==> src/rtl/multi_ch_sync_pkg.sv <==
// Shared constants and slice helper for the multi-channel bus synchroniser.
// Parity support follows MULTI_CH_DATA_SYNC_PARITY_EN.
package multi_ch_sync_pkg;

  localparam int MIN_STAGES = 2;
  localparam int MAX_STAGES = 8;
  localparam int MAX_CH     = 8;

`ifdef MULTI_CH_DATA_SYNC_PARITY_EN
  localparam int PARITY_BITS = 1;
`else
  localparam int PARITY_BITS = 0;
`endif

  // Bit offset of channel ch inside a flat bus of per-channel width 'width'.
  function automatic int ch_offset(input int ch, input int width);
    return ch * width;
  endfunction

endpackage

==> src/rtl/data_sync_ch.sv <==
// One synchroniser channel: enable chain, edge detect, one-shot capture, ready handshake,
// ack toggle, sticky overrun and (with MULTI_CH_DATA_SYNC_PARITY_EN) sticky parity error.
module data_sync_ch
  import multi_ch_sync_pkg::*;
#(
  parameter int NUM_STAGES  = 2,
  parameter int BUS_WIDTH   = 8,
  parameter int TOGGLE_MODE = 0,
  localparam int SLICE_W    = BUS_WIDTH + PARITY_BITS
) (
  input  logic                 clk,
  input  logic                 rst_n,
  input  logic [SLICE_W-1:0]   data,
  input  logic                 enable,
  input  logic                 ready,
  input  logic                 ovr_clr,
  output logic [BUS_WIDTH-1:0] sync_data,
  output logic                 valid,
  output logic                 pulse,
  output logic                 ack,
  output logic                 overrun
`ifdef MULTI_CH_DATA_SYNC_PARITY_EN
  ,
  output logic                 par_err
`endif
);

  logic [NUM_STAGES-1:0] chain;
  logic                  hist;
  logic                  ev;
  logic                  ovr_set;

  // NOTE: non-blocking assignments let every stage sample its pre-edge neighbour;
  // blocking ones would collapse the chain into a single flop.
  always_ff @(posedge clk or negedge rst_n) begin
    if (!rst_n) begin
      chain <= '0;
      hist  <= 1'b0;
    end else begin
      chain <= {chain[NUM_STAGES-2:0], enable};
      hist  <= chain[NUM_STAGES-1];
    end
  end

  // NOTE: default first so no path through this block can infer a latch.
  always_comb begin
    ev = 1'b0;
    if (TOGGLE_MODE != 0) ev = chain[NUM_STAGES-1] ^ hist;
    else                  ev = chain[NUM_STAGES-1] & ~hist;
  end

  // A capture over unconsumed data is an overrun; a coincident clear loses to the set.
  assign ovr_set = ev & valid & ~ready;

  always_ff @(posedge clk or negedge rst_n) begin
    if (!rst_n) begin
      sync_data <= '0;
      valid     <= 1'b0;
      pulse     <= 1'b0;
      ack       <= 1'b0;
      overrun   <= 1'b0;
    end else begin
      pulse   <= ev;
      overrun <= ovr_set | (overrun & ~ovr_clr);
      if (ev) begin
        sync_data <= data[BUS_WIDTH-1:0];
        valid     <= 1'b1;
        ack       <= ~ack;
      end else if (valid && ready) begin
        valid <= 1'b0;
      end
    end
  end

`ifdef MULTI_CH_DATA_SYNC_PARITY_EN
  logic par_set;

  // Even parity over data plus parity bit: any odd total is an error.
  assign par_set = ev & (^data);

  always_ff @(posedge clk or negedge rst_n) begin
    if (!rst_n) par_err <= 1'b0;
    else        par_err <= par_set | (par_err & ~ovr_clr);
  end
`endif

endmodule

==> src/rtl/multi_ch_data_sync.sv <==
// Multi-channel multi-cycle-path bus synchroniser into the CLK domain.
// Define MULTI_CH_DATA_SYNC_PARITY_EN to add a per-channel even-parity bit and par_err.
module multi_ch_data_sync
  import multi_ch_sync_pkg::*;
#(
  parameter int NUM_STAGES  = 2,
  parameter int BUS_WIDTH   = 8,
  parameter int NUM_CH      = 2,
  parameter int TOGGLE_MODE = 0,
  localparam int SLICE_W    = BUS_WIDTH + PARITY_BITS
) (
  input  logic                        CLK,
  input  logic                        RST,
  input  logic [NUM_CH*SLICE_W-1:0]   unsync_bus,
  input  logic [NUM_CH-1:0]           bus_enable,
  input  logic [NUM_CH-1:0]           sync_ready,
  input  logic [NUM_CH-1:0]           ovr_clr,
  output logic [NUM_CH*BUS_WIDTH-1:0] sync_bus,
  output logic [NUM_CH-1:0]           sync_valid,
  output logic [NUM_CH-1:0]           enable_pulse,
  output logic [NUM_CH-1:0]           ack_toggle,
  output logic [NUM_CH-1:0]           overrun
`ifdef MULTI_CH_DATA_SYNC_PARITY_EN
  ,
  output logic [NUM_CH-1:0]           par_err
`endif
);

  for (genvar i = 0; i < NUM_CH; i++) begin : g_ch
    data_sync_ch #(
      .NUM_STAGES  (NUM_STAGES),
      .BUS_WIDTH   (BUS_WIDTH),
      .TOGGLE_MODE (TOGGLE_MODE)
    ) u_ch (
      .clk       (CLK),
      .rst_n     (RST),
      .data      (unsync_bus[ch_offset(i, SLICE_W) +: SLICE_W]),
      .enable    (bus_enable[i]),
      .ready     (sync_ready[i]),
      .ovr_clr   (ovr_clr[i]),
      .sync_data (sync_bus[ch_offset(i, BUS_WIDTH) +: BUS_WIDTH]),
      .valid     (sync_valid[i]),
      .pulse     (enable_pulse[i]),
      .ack       (ack_toggle[i]),
      .overrun   (overrun[i])
`ifdef MULTI_CH_DATA_SYNC_PARITY_EN
      ,
      .par_err   (par_err[i])
`endif
    );
  end

`ifndef SYNTHESIS
  param_range_a : assert property (@(posedge CLK)
    (NUM_STAGES >= MIN_STAGES) && (NUM_STAGES <= MAX_STAGES) &&
    (NUM_CH >= 1) && (NUM_CH <= MAX_CH) && (TOGGLE_MODE >= 0) && (TOGGLE_MODE <= 1))
    else $error("multi_ch_data_sync: parameter out of range");
`endif

endmodule

==> config.mk <==
export PLATFORM = sky130hd
export DESIGN_NAME = multi_ch_data_sync
export DESIGN_NICKNAME = d
export VERILOG_FILES = /design/src/rtl/multi_ch_sync_pkg.sv /design/src/rtl/data_sync_ch.sv /design/src/rtl/multi_ch_data_sync.sv
export SDC_FILE = /design/constraint.sdc
export NUM_CORES = 1
export LEC_CHECK = 0
export CAP_MARGIN = 10
export CORE_MARGIN = 2
export CORE_UTILIZATION = 44
export CTS_CLUSTER_DIAMETER = 40
export DETAILED_ROUTE_END_ITERATION = 6
export PLACE_DENSITY_LB_ADDON = 0.2
export RECOVER_POWER = 25
export REMOVE_ABC_BUFFERS = 1
export SLEW_MARGIN = 5
export SYNTH_ARGS = -nofsm -noshare
export SYNTH_HDL_FRONTEND = slang
export SYNTH_SLANG_ARGS = --single-unit
==> constraint.sdc <==
create_clock -name CLK -period 2.15 [get_ports CLK]
set_input_delay 0.3225 -clock CLK [delete_from_list [all_inputs] [get_ports CLK]]
set_output_delay 0.3225 -clock CLK [all_outputs]
set_load 0.05 [all_outputs]
==> flow_summary.html, run 1 <==
<table>
<tr><th>Metric</th><th>Value</th></tr>
<tr><th colspan="2">Placed design</th></tr>
<tr><td>Area of placed instances</td><td>0.00161 mm²</td></tr>
<tr><td>Number of instances in the placed design</td><td>138</td></tr>
<tr><td>Detailed placer's ending HPWL</td><td>1.43 mm</td></tr>
<tr><td>Gpl congestion</td><td>~0.76</td></tr>
<tr><td>Number of port buffers</td><td>47</td></tr>
<tr><th colspan="2">Critical path</th></tr>
<tr><td>FF-to-FF path depth</td><td>3</td></tr>
<tr><td>Top delay family on crit path</td><td>buffers and inverters</td></tr>
<tr><td>Data arrival time at the worst-slack endpoint</td><td>about 1.5 ns</td></tr>
<tr><td>Startpoint type of the worst setup path</td><td>flop</td></tr>
<tr><td>Path type of the worst setup path</td><td>reg2out</td></tr>
<tr><td>Slowest stage cell on the critical path</td><td>sky130_fd_sc_hd__clkdlybuf4s50_1</td></tr>
<tr><td>Maximum net fanout on the critical path</td><td>2</td></tr>
<tr><td>Register-to-Register Setup Slack</td><td>~1.1 ns</td></tr>
<tr><td>CP endpoint kind</td><td>output pin</td></tr>
<tr><td>CP Buf/Inv Count</td><td>1</td></tr>
<tr><td>Endpoint of the worst register-to-register path</td><td>g_ch[1].u_ch.sync_data[6]</td></tr>
<tr><td>Reg-to-reg critical path startpoint</td><td>g_ch[1].u_ch.hist</td></tr>
<tr><td>Critical Path RT</td><td>1.83 ns</td></tr>
<tr><td>Series of cell instances along the critical path</td><td>clkdlybuf4s50_1</td></tr>
<tr><td>CP max stage delay</td><td>0.81 ns</td></tr>
<tr><th colspan="2">Cells and area</th></tr>
<tr><td>Core occupancy in the finished layout</td><td>66.7%</td></tr>
<tr><td>Number of nets in the layout</td><td>139</td></tr>
<tr><td>Fraction of layout cells with a size suffix above 1</td><td>22.6%</td></tr>
<tr><td>Fill cells</td><td>200</td></tr>
<tr><td>Area growth from synthesis to layout</td><td>43.2%</td></tr>
<tr><td>Number of antenna repair diodes</td><td>0</td></tr>
<tr><td>Post-Layout Inst Area</td><td>around 0.0017 mm²</td></tr>
<tr><td>Post-route non-filler standard cell count</td><td>145</td></tr>
<tr><th colspan="2">Floorplanning</th></tr>
<tr><td>Ports</td><td>48</td></tr>
<tr><td>X dimension of the die</td><td>roughly 55 µm</td></tr>
<tr><td>Vertical die dimension</td><td>roughly 55 µm</td></tr>
<tr><td>Std cell rows</td><td>18</td></tr>
<tr><td>Core footprint</td><td>0.00248 mm²</td></tr>
<tr><td>Die area</td><td>0.00305 mm²</td></tr>
<tr><td>Starting density of the core</td><td>46.6%</td></tr>
<tr><th colspan="2">STA</th></tr>
<tr><td>Pin slew with the least headroom to its limit</td><td>0.715 ns</td></tr>
<tr><td>Max-slew violations</td><td>0</td></tr>
<tr><td>Fmax</td><td>0.551 GHz</td></tr>
<tr><td>Layout Skew</td><td>roughly 0.0039 ns</td></tr>
<tr><td>RSZ-0062 raised after global routing</td><td>false</td></tr>
<tr><td>Final cycle utilization of the critical path</td><td>84.5%</td></tr>
<tr><td>Final setup violation count</td><td>0</td></tr>
<tr><td>Setup TNS</td><td>0 ns</td></tr>
<tr><td>Final hold violation count</td><td>0</td></tr>
<tr><td>Minimum clock period</td><td>roughly 1.8 ns</td></tr>
<tr><td>Relative slew slack</td><td>52.3%</td></tr>
<tr><th colspan="2">CTS</th></tr>
<tr><td>H-tree lvl count</td><td>2</td></tr>
<tr><td>Max clock buf depth</td><td>2</td></tr>
<tr><td>Post-CTS sizing</td><td>0</td></tr>
<tr><td>Setup bufs post-CTS</td><td>0</td></tr>
<tr><td>Clock-pin transition on the worst setup and hold timing paths</td><td>roughly 0.080 ns</td></tr>
<tr><td>Clock tree from TritonCTS</td><td>done</td></tr>
<tr><td>CTS buffer count</td><td>5</td></tr>
<tr><td>Hold buffer count at cts</td><td>0</td></tr>
<tr><td>Clock network latency to the later pin of the worst-skew pair</td><td>0.31 ns</td></tr>
<tr><td>Root buffer selected by CTS</td><td>sky130_fd_sc_hd__clkbuf_4</td></tr>
<tr><td>Number of clock sinks seen by CTS</td><td>30</td></tr>
<tr><th colspan="2">Synth</th></tr>
<tr><td>Count of distinct cell types in the synthesized netlist</td><td>10</td></tr>
<tr><td>Compound-gate portion of the synthesized area</td><td>1.08%</td></tr>
<tr><td>Average size of a mapped cell</td><td>17.0 µm²</td></tr>
<tr><td>Post-synthesis sequential area ratio</td><td>65.1%</td></tr>
<tr><td>Fraction of the mapped netlist area in simple logic gates</td><td>4.12%</td></tr>
<tr><td>Ys Warns</td><td>0</td></tr>
<tr><td>Synthesized-area fraction occupied by adder cells</td><td>0%</td></tr>
<tr><td>Count of flip-flops with a built-in enable after synthesis</td><td>0</td></tr>
<tr><td>Largest cells by area after synthesis</td><td>sky130_fd_sc_hd__dfrtp_1 (65%), sky130_fd_sc_hd__mux2_4 (21%), sky130_fd_sc_hd__buf_4 (5.2%)</td></tr>
<tr><td>Post-synthesis xor/xnor area fraction</td><td>1.52%</td></tr>
<tr><td>Most common flop cell mapped by yosys</td><td>sky130_fd_sc_hd__dfrtp_1</td></tr>
<tr><td>Area share of the leading cell type in the synthesized netlist</td><td>65.1%</td></tr>
<tr><td>Asr flop ratio synth</td><td>100%</td></tr>
<tr><td>Most used standard cell by instance count after synthesis</td><td>sky130_fd_sc_hd__dfrtp_1</td></tr>
<tr><td>Dominant combinational cell family by area after synthesis</td><td>multiplexers</td></tr>
<tr><td>Post-synthesis mux area share</td><td>20.8%</td></tr>
<tr><td>Most frequent cells after synthesis</td><td>sky130_fd_sc_hd__dfrtp_1 (30), sky130_fd_sc_hd__mux2_4 (16), sky130_fd_sc_hd__buf_4 (8)</td></tr>
<tr><td>Count of mapped cells out of synthesis</td><td>68</td></tr>
<tr><td>Count of state elements after synthesis</td><td>30</td></tr>
<tr><td>Largest area contributor in the synthesized netlist</td><td>sky130_fd_sc_hd__dfrtp_1</td></tr>
<tr><td>Cell area after technology mapping</td><td>about 0.0012 mm²</td></tr>
<tr><th colspan="2">Run</th></tr>
<tr><td>Count of maximum capacitance violations</td><td>0</td></tr>
<tr><th colspan="2">Global route</th></tr>
<tr><td>Via count of the first global-routing pass</td><td>759</td></tr>
<tr><td>Number of antenna violations at the first check in global routing</td><td>0</td></tr>
<tr><td>Total gr overflow</td><td>0</td></tr>
<tr><td>Overall routing resource usage</td><td>between 10% and 20%</td></tr>
<tr><td>Maximum number of pins on one net before global-route repair</td><td>31</td></tr>
<tr><td>Wire length of the first global-routing pass</td><td>3.75 mm</td></tr>
<tr><th colspan="2">Drt</th></tr>
<tr><td>Number of nets with antenna violations after detailed routing</td><td>0</td></tr>
<tr><td>Detailed Routing Iterations Pass 1</td><td>2</td></tr>
<tr><td>DRC violations left</td><td>0</td></tr>
<tr><td>Average detailed-routed wire length per instance</td><td>14.1 µm</td></tr>
<tr><td>Total Routed Length</td><td>2.05 mm</td></tr>
<tr><td>Via count</td><td>684</td></tr>
<tr><td>1st-iter DRT viols</td><td>5</td></tr>
<tr><td>Average via count per standard cell</td><td>4.72</td></tr>
<tr><th colspan="2">Power and ir drop</th></tr>
<tr><td>Maximum resistive drop on vdd</td><td>0.649 mV</td></tr>
<tr><td>Cell area power density</td><td>937 mW/mm²</td></tr>
<tr><td>P_leak</td><td>0.741 nW</td></tr>
<tr><th colspan="2">Run status</th></tr>
<tr><td>Run status</td><td>completed</td></tr>
<tr><th colspan="2">Hold path</th></tr>
<tr><td>Hold depth</td><td>0</td></tr>
<tr><td>Min-delay worst type</td><td>reg2reg</td></tr>
<tr><td>Beginning of the worst hold path</td><td>g_ch[1].u_ch.chain[0]</td></tr>
<tr><td>Hold Path Sink</td><td>g_ch[1].u_ch.chain[1]</td></tr>
</table>
## worst reg2reg max path: cells and delay by family, from the launching register on
family        cells  cell delay (ns)
simple gates      1             0.17
buf+inv           1             0.12
mux               1             0.31
flops             1             0.38
## logic make-up after synthesis
group           Yosys count
simple gates              6
compound gates            2
xor+xnor                  2
buf+inv                  12
flops                    30
mux                      16
## sequential cells by signal (all words and copies together) (netlist names)
name and flops:
g_ch.u_ch.sync_data 16, g_ch.u_ch.chain 4, g_ch.u_ch.ack 2, g_ch.u_ch.hist 2
g_ch.u_ch.overrun 2, g_ch.u_ch.pulse 2, g_ch.u_ch.valid 2
## layout by cell type (no fill, tap or decap), types with 3 or more instances in the layout
master	n
sky130_fd_sc_hd__clkbuf_4	5
sky130_fd_sc_hd__mux2_4	16
sky130_fd_sc_hd__clkdlybuf4s50_1	44
sky130_fd_sc_hd__dfrtp_1	30
sky130_fd_sc_hd__dlygate4sd3_1	3
## area by class of cell
type	count	area, µm²	share of cell area [%]
sequential	30	751	45.5
tap	30	37.5	2.27
multi-input combinational	26	318	19.2
clock buffer	7	45.0	2.73
inverter	4	25.0	1.52
timing repair buffer	48	475	28.8
## how the worst max path moves through the flow
stage	from	cells past startpoint	slack, ns	end
floorplan	g_ch[0].u_ch.hist	3	1.13	g_ch[0].u_ch.sync_data[0]
global placement	g_ch[1].u_ch.sync_data[3]	1	0.69	sync_bus[11]
detailed placement	g_ch[0].u_ch.ack	1	0.68	ack_toggle[0]
CTS	g_ch[1].u_ch.sync_data[3]	1	0.31	sync_bus[11]
global route	g_ch[1].u_ch.sync_data[3]	1	0.26	sync_bus[11]
finish	g_ch[1].u_ch.sync_data[1]	1	0.33	sync_bus[9]
## power by group
group	switching (mW)	internal [mW]
Sequential	0.0427	0.641
Clock	0.171	0.123
Combinational	0.337	0.234
Total	0.550	0.998
## per-layer routing
metal  global-route usage [%]  vias up  share of wire (%)
met5                        0        -                  0
met4                     7.32        0                1.2
met3                     8.90        5                9.7
met2                     24.0       39                 46
met1                     19.4      329                 43
li1                         -      311                  -
## through the flow
step	worst slack [ns]	total power [mW]	hold WS, ns
2_1_floorplan	1.13	1.05	0.0269
3_3_place_gp	0.689	1.26	0.335
3_5_place_dp	0.680	1.27	0.340
4_1_cts	0.308	1.57	0.360
5_1_grt	0.261	1.63	0.368
6_report	0.334	1.55	0.355
Power figures use the tool's default switching activity.
==> inputs of run 2 (changes only) <==
CORE_UTILIZATION = 37   (was 44)
clock period = 1.5 ns   (was 2.15 ns; I/O delays follow)
==> run 2 against run 1 <==
- core utilization shrank 13 points
- register-to-register slack worse by 0.65 ns
- flip-flop and latch count stayed put
- die area grew 17%
- final area is 2.5% lower
- non-clock buffer count did not move
- global-route usage decreased by 3.9 points
==> flow_summary.html, run 2 (same netlist as run 1, synthesis figures left out) <==
<table>
<tr><th>Metric</th><th>Value</th></tr>
<tr><th colspan="2">Critical path</th></tr>
<tr><td>Startpoint type of the worst setup path</td><td>flop</td></tr>
<tr><td>Data arrival time at the worst-slack endpoint</td><td>0.92 ns</td></tr>
<tr><td>Series of cell instances along the critical path</td><td>buf_4</td></tr>
<tr><td>CP endpoint kind</td><td>output pin</td></tr>
<tr><td>CP Buf/Inv Count</td><td>1</td></tr>
<tr><td>Critical Path RT</td><td>1.27 ns</td></tr>
<tr><td>Path type of the worst setup path</td><td>reg2out</td></tr>
<tr><td>Top delay family on crit path</td><td>flip-flops</td></tr>
<tr><td>Maximum net fanout on the critical path</td><td>2</td></tr>
<tr><td>Slowest stage cell on the critical path</td><td>sky130_fd_sc_hd__dfrtp_1</td></tr>
<tr><td>CP max stage delay</td><td>0.40 ns</td></tr>
<tr><th colspan="2">Power and ir drop</th></tr>
<tr><td>Cell area power density</td><td>1390 mW/mm²</td></tr>
<tr><td>Maximum resistive drop on vdd</td><td>0.596 mV</td></tr>
<tr><td>P_leak</td><td>0.776 nW</td></tr>
<tr><td>Total Power Consumption</td><td>2.24 mW</td></tr>
<tr><th colspan="2">Global route</th></tr>
<tr><td>Maximum number of pins on one net before global-route repair</td><td>31</td></tr>
<tr><td>Overall routing resource usage</td><td>about 12%</td></tr>
<tr><td>Number of antenna violations at the first check in global routing</td><td>0</td></tr>
<tr><td>Wire length of the first global-routing pass</td><td>3.05 mm</td></tr>
<tr><td>Total gr overflow</td><td>0</td></tr>
<tr><td>Via count of the first global-routing pass</td><td>between 600 and 700</td></tr>
<tr><th colspan="2">Run status</th></tr>
<tr><td>Run status</td><td>completed</td></tr>
<tr><th colspan="2">Run</th></tr>
<tr><td>Count of maximum capacitance violations</td><td>0</td></tr>
<tr><th colspan="2">Drt</th></tr>
<tr><td>1st-iter DRT viols</td><td>8</td></tr>
<tr><td>Average detailed-routed wire length per instance</td><td>12.9 µm</td></tr>
<tr><td>Average via count per standard cell</td><td>between 4 and 5</td></tr>
<tr><td>Total Routed Length</td><td>1.93 mm</td></tr>
<tr><td>Detailed Routing Iterations Pass 1</td><td>4</td></tr>
<tr><td>Via count</td><td>678</td></tr>
<tr><td>Number of nets with antenna violations after detailed routing</td><td>0</td></tr>
<tr><td>DRC violations left</td><td>0</td></tr>
<tr><th colspan="2">Floorplanning</th></tr>
<tr><td>Die area</td><td>~0.0036 mm²</td></tr>
<tr><td>Starting density of the core</td><td>38.4%</td></tr>
<tr><td>Std cell rows</td><td>20</td></tr>
<tr><td>Vertical die dimension</td><td>59.8 µm</td></tr>
<tr><td>Ports</td><td>48</td></tr>
<tr><td>X dimension of the die</td><td>59.8 µm</td></tr>
<tr><td>Core footprint</td><td>0.00300 mm²</td></tr>
<tr><th colspan="2">CTS</th></tr>
<tr><td>Clock network latency to the later pin of the worst-skew pair</td><td>approximately 0.32 ns</td></tr>
<tr><td>Root buffer selected by CTS</td><td>sky130_fd_sc_hd__clkbuf_4</td></tr>
<tr><td>Post-CTS sizing</td><td>0</td></tr>
<tr><td>CTS buffer count</td><td>5</td></tr>
<tr><td>Number of clock sinks seen by CTS</td><td>30</td></tr>
<tr><td>Hold buffer count at cts</td><td>0</td></tr>
<tr><td>Setup bufs post-CTS</td><td>0</td></tr>
<tr><td>Clock-pin transition on the worst setup and hold timing paths</td><td>0.09 ns</td></tr>
<tr><td>Clock tree from TritonCTS</td><td>done</td></tr>
<tr><td>Max clock buf depth</td><td>2</td></tr>
<tr><td>H-tree lvl count</td><td>2</td></tr>
<tr><th colspan="2">STA</th></tr>
<tr><td>Pin slew with the least headroom to its limit</td><td>0.717 ns</td></tr>
<tr><td>Final hold violation count</td><td>0</td></tr>
<tr><td>Layout Skew</td><td>0.00981 ns</td></tr>
<tr><td>Relative slew slack</td><td>a little over half</td></tr>
<tr><td>Setup TNS</td><td>0 ns</td></tr>
<tr><td>Max-slew violations</td><td>0</td></tr>
<tr><td>Final cycle utilization of the critical path</td><td>76.4%</td></tr>
<tr><td>RSZ-0062 raised after global routing</td><td>false</td></tr>
<tr><td>Final setup violation count</td><td>0</td></tr>
<tr><td>Minimum clock period</td><td>1.15 ns</td></tr>
<tr><td>Fmax</td><td>a little under 0.9 GHz</td></tr>
<tr><th colspan="2">Cells and area</th></tr>
<tr><td>Area growth from synthesis to layout</td><td>39.6%</td></tr>
<tr><td>Number of nets in the layout</td><td>roughly 140</td></tr>
<tr><td>Core occupancy in the finished layout</td><td>53.6%</td></tr>
<tr><td>Fraction of layout cells with a size suffix above 1</td><td>44.8%</td></tr>
<tr><td>Registers with the most flip-flops</td><td>g_ch.u_ch.sync_data: 16 flops, g_ch.u_ch.chain: 4 flops</td></tr>
<tr><td>Post-Layout Inst Area</td><td>approximately 0.0016 mm²</td></tr>
<tr><td>Number of flip-flops in the largest register</td><td>16</td></tr>
<tr><td>Register containing the most flip-flops in the final layout</td><td>g_ch.u_ch.sync_data</td></tr>
<tr><td>Most frequent cells in the layout</td><td>sky130_fd_sc_hd__dfrtp_1 (30), sky130_fd_sc_hd__buf_4 (24), sky130_fd_sc_hd__clkdlybuf4s50_1 (20)</td></tr>
<tr><td>Number of antenna repair diodes</td><td>0</td></tr>
<tr><td>Most common cell after layout, fill and taps aside</td><td>sky130_fd_sc_hd__dfrtp_1</td></tr>
<tr><th colspan="2">Placed design</th></tr>
<tr><td>Number of port buffers</td><td>47</td></tr>
<tr><td>Detailed placer's ending HPWL</td><td>between 1 and 1.5 mm</td></tr>
<tr><td>Area of placed instances</td><td>0.00155 mm²</td></tr>
<tr><td>Gpl congestion</td><td>around 0.64</td></tr>
<tr><th colspan="2">Hold path</th></tr>
<tr><td>Min-delay worst type</td><td>reg2reg</td></tr>
</table>
run 2: cell types whose count changed in the layout (fill, tap and decap cells not counted), sizes merged:
| cell | previous run | this run |
|---|---|---|
| buf | 0 | 24 |
| clkdlybuf4s50 | 44 | 20 |
| clkinv | 0 | 1 |
run 2: worst paths after layout:
check / startpoint / end / slack, ns / cells past startpoint
worst max register to register: g_ch[0].u_ch.hist / g_ch[0].u_ch.sync_data[1] / 0.41 / 3
min in group asynchronous: RST / g_ch[1].u_ch.sync_data[2] / 0.48 / 2
max in group asynchronous: RST / g_ch[1].u_ch.chain[1] / 0.56 / 2
worst min-delay path: g_ch[0].u_ch.chain[0] / g_ch[0].u_ch.chain[1] / 0.36 / 0
worst min register to register: g_ch[0].u_ch.chain[0] / g_ch[0].u_ch.chain[1] / 0.36 / 0
worst max-delay path: g_ch[0].u_ch.sync_data[7] / sync_bus[7] / 0.35 / 1
run 2: cell type report:
cell class | count | area [µm²]
inverter | 4 | 25.0
multi-input combinational | 26 | 318
tap | 33 | 41.3
fill | 250 | 1390
clock buffer | 7 | 55.1
timing repair buffer | 48 | 415
clock inverter | 1 | 5.00
sequential | 30 | 751
run 2: through the flow:
| step | setup slack (ns) | hold WS (ns) | cells |
|---|---|---|---|
| detailed placement | 0.416 | 0.347 | 141 |
| floorplan | 0.477 | -0.0706 | 60 |
| finish | 0.354 | 0.364 | 149 |
| global placement | 0.426 | 0.338 | 141 |
| global route | 0.291 | 0.374 | 149 |
| CTS | 0.325 | 0.280 | 149 |
run 2: routing by layer:
layer | part of all wire [%] | vias to the layer above | GRT usage, %
met5 | 0 | - | 0
met1 | 43 | 322 | 13.8
met3 | 12 | 4 | 7.36
met4 | 1.4 | 0 | 5.71
met2 | 44 | 41 | 18.8
li1 | - | 311 | -
run 2: power breakdown:
| part | total, mW | switching, mW | leakage, nW | internal, mW |
|---|---|---|---|---|
| clock network | 0.485 | 0.259 | 0.0353 | 0.227 |
| logic | 0.775 | 0.477 | 0.383 | 0.298 |
| registers | 0.984 | 0.0657 | 0.358 | 0.918 |
==> inputs of run 3 (changes only) <==
clock period = 1 ns   (was 1.5 ns; I/O delays follow)
==> run 3 against run 2 <==
- the run now ends with negative setup slack left
- hold slack got worse by 0.014 ns
- count of clock-buffer cells in the layout did not move
- critical path depth did not move
- global-route usage rose by 2.8 points
- non-clock buffer count rose by 13
- critical endpoint is now sync_bus[6]
- largest cell class is now buffers
==> flow_summary.html, run 3 (same netlist as run 1, synthesis figures left out) <==
<table>
<tr><th>Metric</th><th>Value</th></tr>
<tr><th colspan="2">CTS</th></tr>
<tr><td>Clock tree from TritonCTS</td><td>done</td></tr>
<tr><td>Clock-pin transition on the worst setup and hold timing paths</td><td>0.09 ns</td></tr>
<tr><td>Root buffer selected by CTS</td><td>sky130_fd_sc_hd__clkbuf_4</td></tr>
<tr><td>Max clock buf depth</td><td>2</td></tr>
<tr><td>H-tree lvl count</td><td>2</td></tr>
<tr><td>Hold buffer count at cts</td><td>0</td></tr>
<tr><td>CTS buffer count</td><td>5</td></tr>
<tr><td>Clock network latency to the later pin of the worst-skew pair</td><td>0.32 ns</td></tr>
<tr><td>Number of clock sinks seen by CTS</td><td>30</td></tr>
<tr><th colspan="2">Floorplanning</th></tr>
<tr><td>Die area</td><td>0.00358 mm²</td></tr>
<tr><td>X dimension of the die</td><td>59.8 µm</td></tr>
<tr><td>Ports</td><td>48</td></tr>
<tr><td>Vertical die dimension</td><td>59.8 µm</td></tr>
<tr><td>Core footprint</td><td>about 0.0030 mm²</td></tr>
<tr><td>Std cell rows</td><td>20</td></tr>
<tr><td>Starting density of the core</td><td>38.4%</td></tr>
<tr><th colspan="2">Cells and area</th></tr>
<tr><td>Area growth from synthesis to layout</td><td>76.2%</td></tr>
<tr><td>Number of nets in the layout</td><td>154</td></tr>
<tr><td>Number of flip-flops in the largest register</td><td>16</td></tr>
<tr><td>Fraction of layout cells with a size suffix above 1</td><td>51.9%</td></tr>
<tr><td>Registers with the most flip-flops</td><td>g_ch.u_ch.sync_data: 16 flops, g_ch.u_ch.chain: 4 flops</td></tr>
<tr><td>Most frequent cells in the layout</td><td>sky130_fd_sc_hd__dfrtp_1 (30), sky130_fd_sc_hd__buf_12 (24), sky130_fd_sc_hd__clkdlybuf4s50_1 (21)</td></tr>
<tr><td>Register containing the most flip-flops in the final layout</td><td>g_ch.u_ch.sync_data</td></tr>
<tr><td>Number of antenna repair diodes</td><td>0</td></tr>
<tr><td>Most common cell after layout, fill and taps aside</td><td>sky130_fd_sc_hd__dfrtp_1</td></tr>
<tr><th colspan="2">Power and ir drop</th></tr>
<tr><td>P_leak</td><td>0.963 nW</td></tr>
<tr><td>Maximum resistive drop on vdd</td><td>between 1 and 1.5 mV</td></tr>
<tr><td>Cell area power density</td><td>~2000 mW/mm²</td></tr>
<tr><th colspan="2">Drt</th></tr>
<tr><td>Via count</td><td>725</td></tr>
<tr><td>Detailed Routing Iterations Pass 1</td><td>2</td></tr>
<tr><td>DRC violations left</td><td>0</td></tr>
<tr><td>Total Routed Length</td><td>approximately 2.3 mm</td></tr>
<tr><td>Number of nets with antenna violations after detailed routing</td><td>0</td></tr>
<tr><td>1st-iter DRT viols</td><td>13</td></tr>
<tr><td>Average via count per standard cell</td><td>4.42</td></tr>
<tr><td>Average detailed-routed wire length per instance</td><td>13.9 µm</td></tr>
<tr><th colspan="2">Hold path</th></tr>
<tr><td>Min-delay worst type</td><td>in2async</td></tr>
<tr><th colspan="2">Run status</th></tr>
<tr><td>Violated checks</td><td>negative setup slack</td></tr>
<tr><td>Run status</td><td>finished, violations left</td></tr>
<tr><th colspan="2">Critical path</th></tr>
<tr><td>Series of cell instances along the critical path</td><td>buf_12</td></tr>
<tr><td>Critical Path RT</td><td>0.85 ns</td></tr>
<tr><td>CP max stage delay</td><td>0.43 ns</td></tr>
<tr><td>CP Buf/Inv Count</td><td>1</td></tr>
<tr><td>Slowest stage cell on the critical path</td><td>sky130_fd_sc_hd__dfrtp_1</td></tr>
<tr><td>Data arrival time at the worst-slack endpoint</td><td>just over 0.9 ns</td></tr>
<tr><td>Maximum net fanout on the critical path</td><td>2</td></tr>
<tr><td>Path type of the worst setup path</td><td>reg2out</td></tr>
<tr><td>Startpoint type of the worst setup path</td><td>flop</td></tr>
<tr><td>CP endpoint kind</td><td>output pin</td></tr>
<tr><td>Top delay family on crit path</td><td>flip-flops</td></tr>
<tr><th colspan="2">STA</th></tr>
<tr><td>Smallest setup slack after layout</td><td>-0.0580 ns</td></tr>
<tr><td>Relative slew slack</td><td>51.3%</td></tr>
<tr><td>Pin slew with the least headroom to its limit</td><td>0.731 ns</td></tr>
<tr><td>Layout Skew</td><td>~0.0067 ns</td></tr>
<tr><td>Fmax</td><td>0.945 GHz</td></tr>
<tr><td>Final hold violation count</td><td>0</td></tr>
<tr><td>Final setup violation count</td><td>40</td></tr>
<tr><td>Minimum clock period</td><td>1.06 ns</td></tr>
<tr><td>RSZ-0062 raised after global routing</td><td>true</td></tr>
<tr><td>Final cycle utilization of the critical path</td><td>106%</td></tr>
<tr><td>Minimum hold slack</td><td>0.351 ns</td></tr>
<tr><td>Max-slew violations</td><td>0</td></tr>
<tr><th colspan="2">Global route</th></tr>
<tr><td>Wire length of the first global-routing pass</td><td>3.80 mm</td></tr>
<tr><td>Overall routing resource usage</td><td>15.1%</td></tr>
<tr><td>Total gr overflow</td><td>0</td></tr>
<tr><td>Via count of the first global-routing pass</td><td>between 800 and 900</td></tr>
<tr><td>Number of antenna violations at the first check in global routing</td><td>0</td></tr>
<tr><td>Maximum number of pins on one net before global-route repair</td><td>31</td></tr>
<tr><th colspan="2">Placed design</th></tr>
<tr><td>Post-placement setup slack</td><td>-0.0667 ns</td></tr>
<tr><td>Gpl congestion</td><td>around 0.7</td></tr>
<tr><td>Detailed placer's ending HPWL</td><td>1.50 mm</td></tr>
<tr><td>Number of port buffers</td><td>47</td></tr>
<tr><th colspan="2">Run</th></tr>
<tr><td>Count of maximum capacitance violations</td><td>0</td></tr>
</table>
## run 3: per-layer routing
layer / track usage, % / wire, µm / vias up
met5: 0 / 0 / -
met4: 5.71 / 15 / 0
met3: 7.58 / 201 / 3
met2: 25.2 / 1150 / 40
met1: 16.5 / 911 / 340
li1: - / - / 342
## run 3: power breakdown
| group | total (mW) | internal (mW) | switching [mW] |
|---|---|---|---|
| sequential | 1.55 | 1.38 | 0.175 |
| clock | 0.731 | 0.340 | 0.391 |
| combinational | 1.73 | 0.956 | 0.773 |
## run 3: layout make-up
class                      instances  area, µm²
timing repair inverter             2       12.5
tap                               33       41.3
multi-input combinational         26        325
clock inverter                     1       5.00
clock buffer                       7       55.1
sequential                        30        751
fill                             208        970
inverter                           4       30.0
timing repair buffer              61        813
## run 3: path summary, 6_finish.rpt
kind / start / end / slack [ns] / cells past startpoint
setup / recovery: g_ch[0].u_ch.sync_data[6] / sync_bus[6] / -0.06 / 1
hold / removal: RST / g_ch[1].u_ch.chain[1] / 0.35 / 2
setup reg to reg: g_ch[1].u_ch.hist / g_ch[1].u_ch.sync_data[4] / -0.06 / 3
hold reg to reg: g_ch[1].u_ch.chain[0] / g_ch[1].u_ch.chain[1] / 0.35 / 0
max in group asynchronous: RST / g_ch[0].u_ch.sync_data[4] / 0.19 / 2
min in group CLK: g_ch[1].u_ch.chain[0] / g_ch[1].u_ch.chain[1] / 0.35 / 0
## run 3: stage by stage
stage / instance area, µm² / cells / TNS [ns] / util (%) / power, mW
after floorplan: 1090 / 60 / -0.374 / - / 2.26
after global placement: 1880 / 143 / -0.514 / 62.6 / 3.14
after detailed placement: 1880 / 143 / -0.947 / 62.6 / 3.16
after CTS: 2010 / 160 / -2.58 / 67.0 / 4.00
after global routing: 2030 / 164 / -3.78 / 67.7 / 4.21
final: 2030 / 164 / -1.84 / 67.7 / 4.01
## run 3: what timing repair did
| item | in CTS | in global routing |
|---|---|---|
| setup endpoints to repair | 40 | 41 |
| cloned | 2 | 0 |
| resized for setup | 2 | 1 |
| setup buffers | 7 | 4 |
| pin swaps | 0 | 0 |
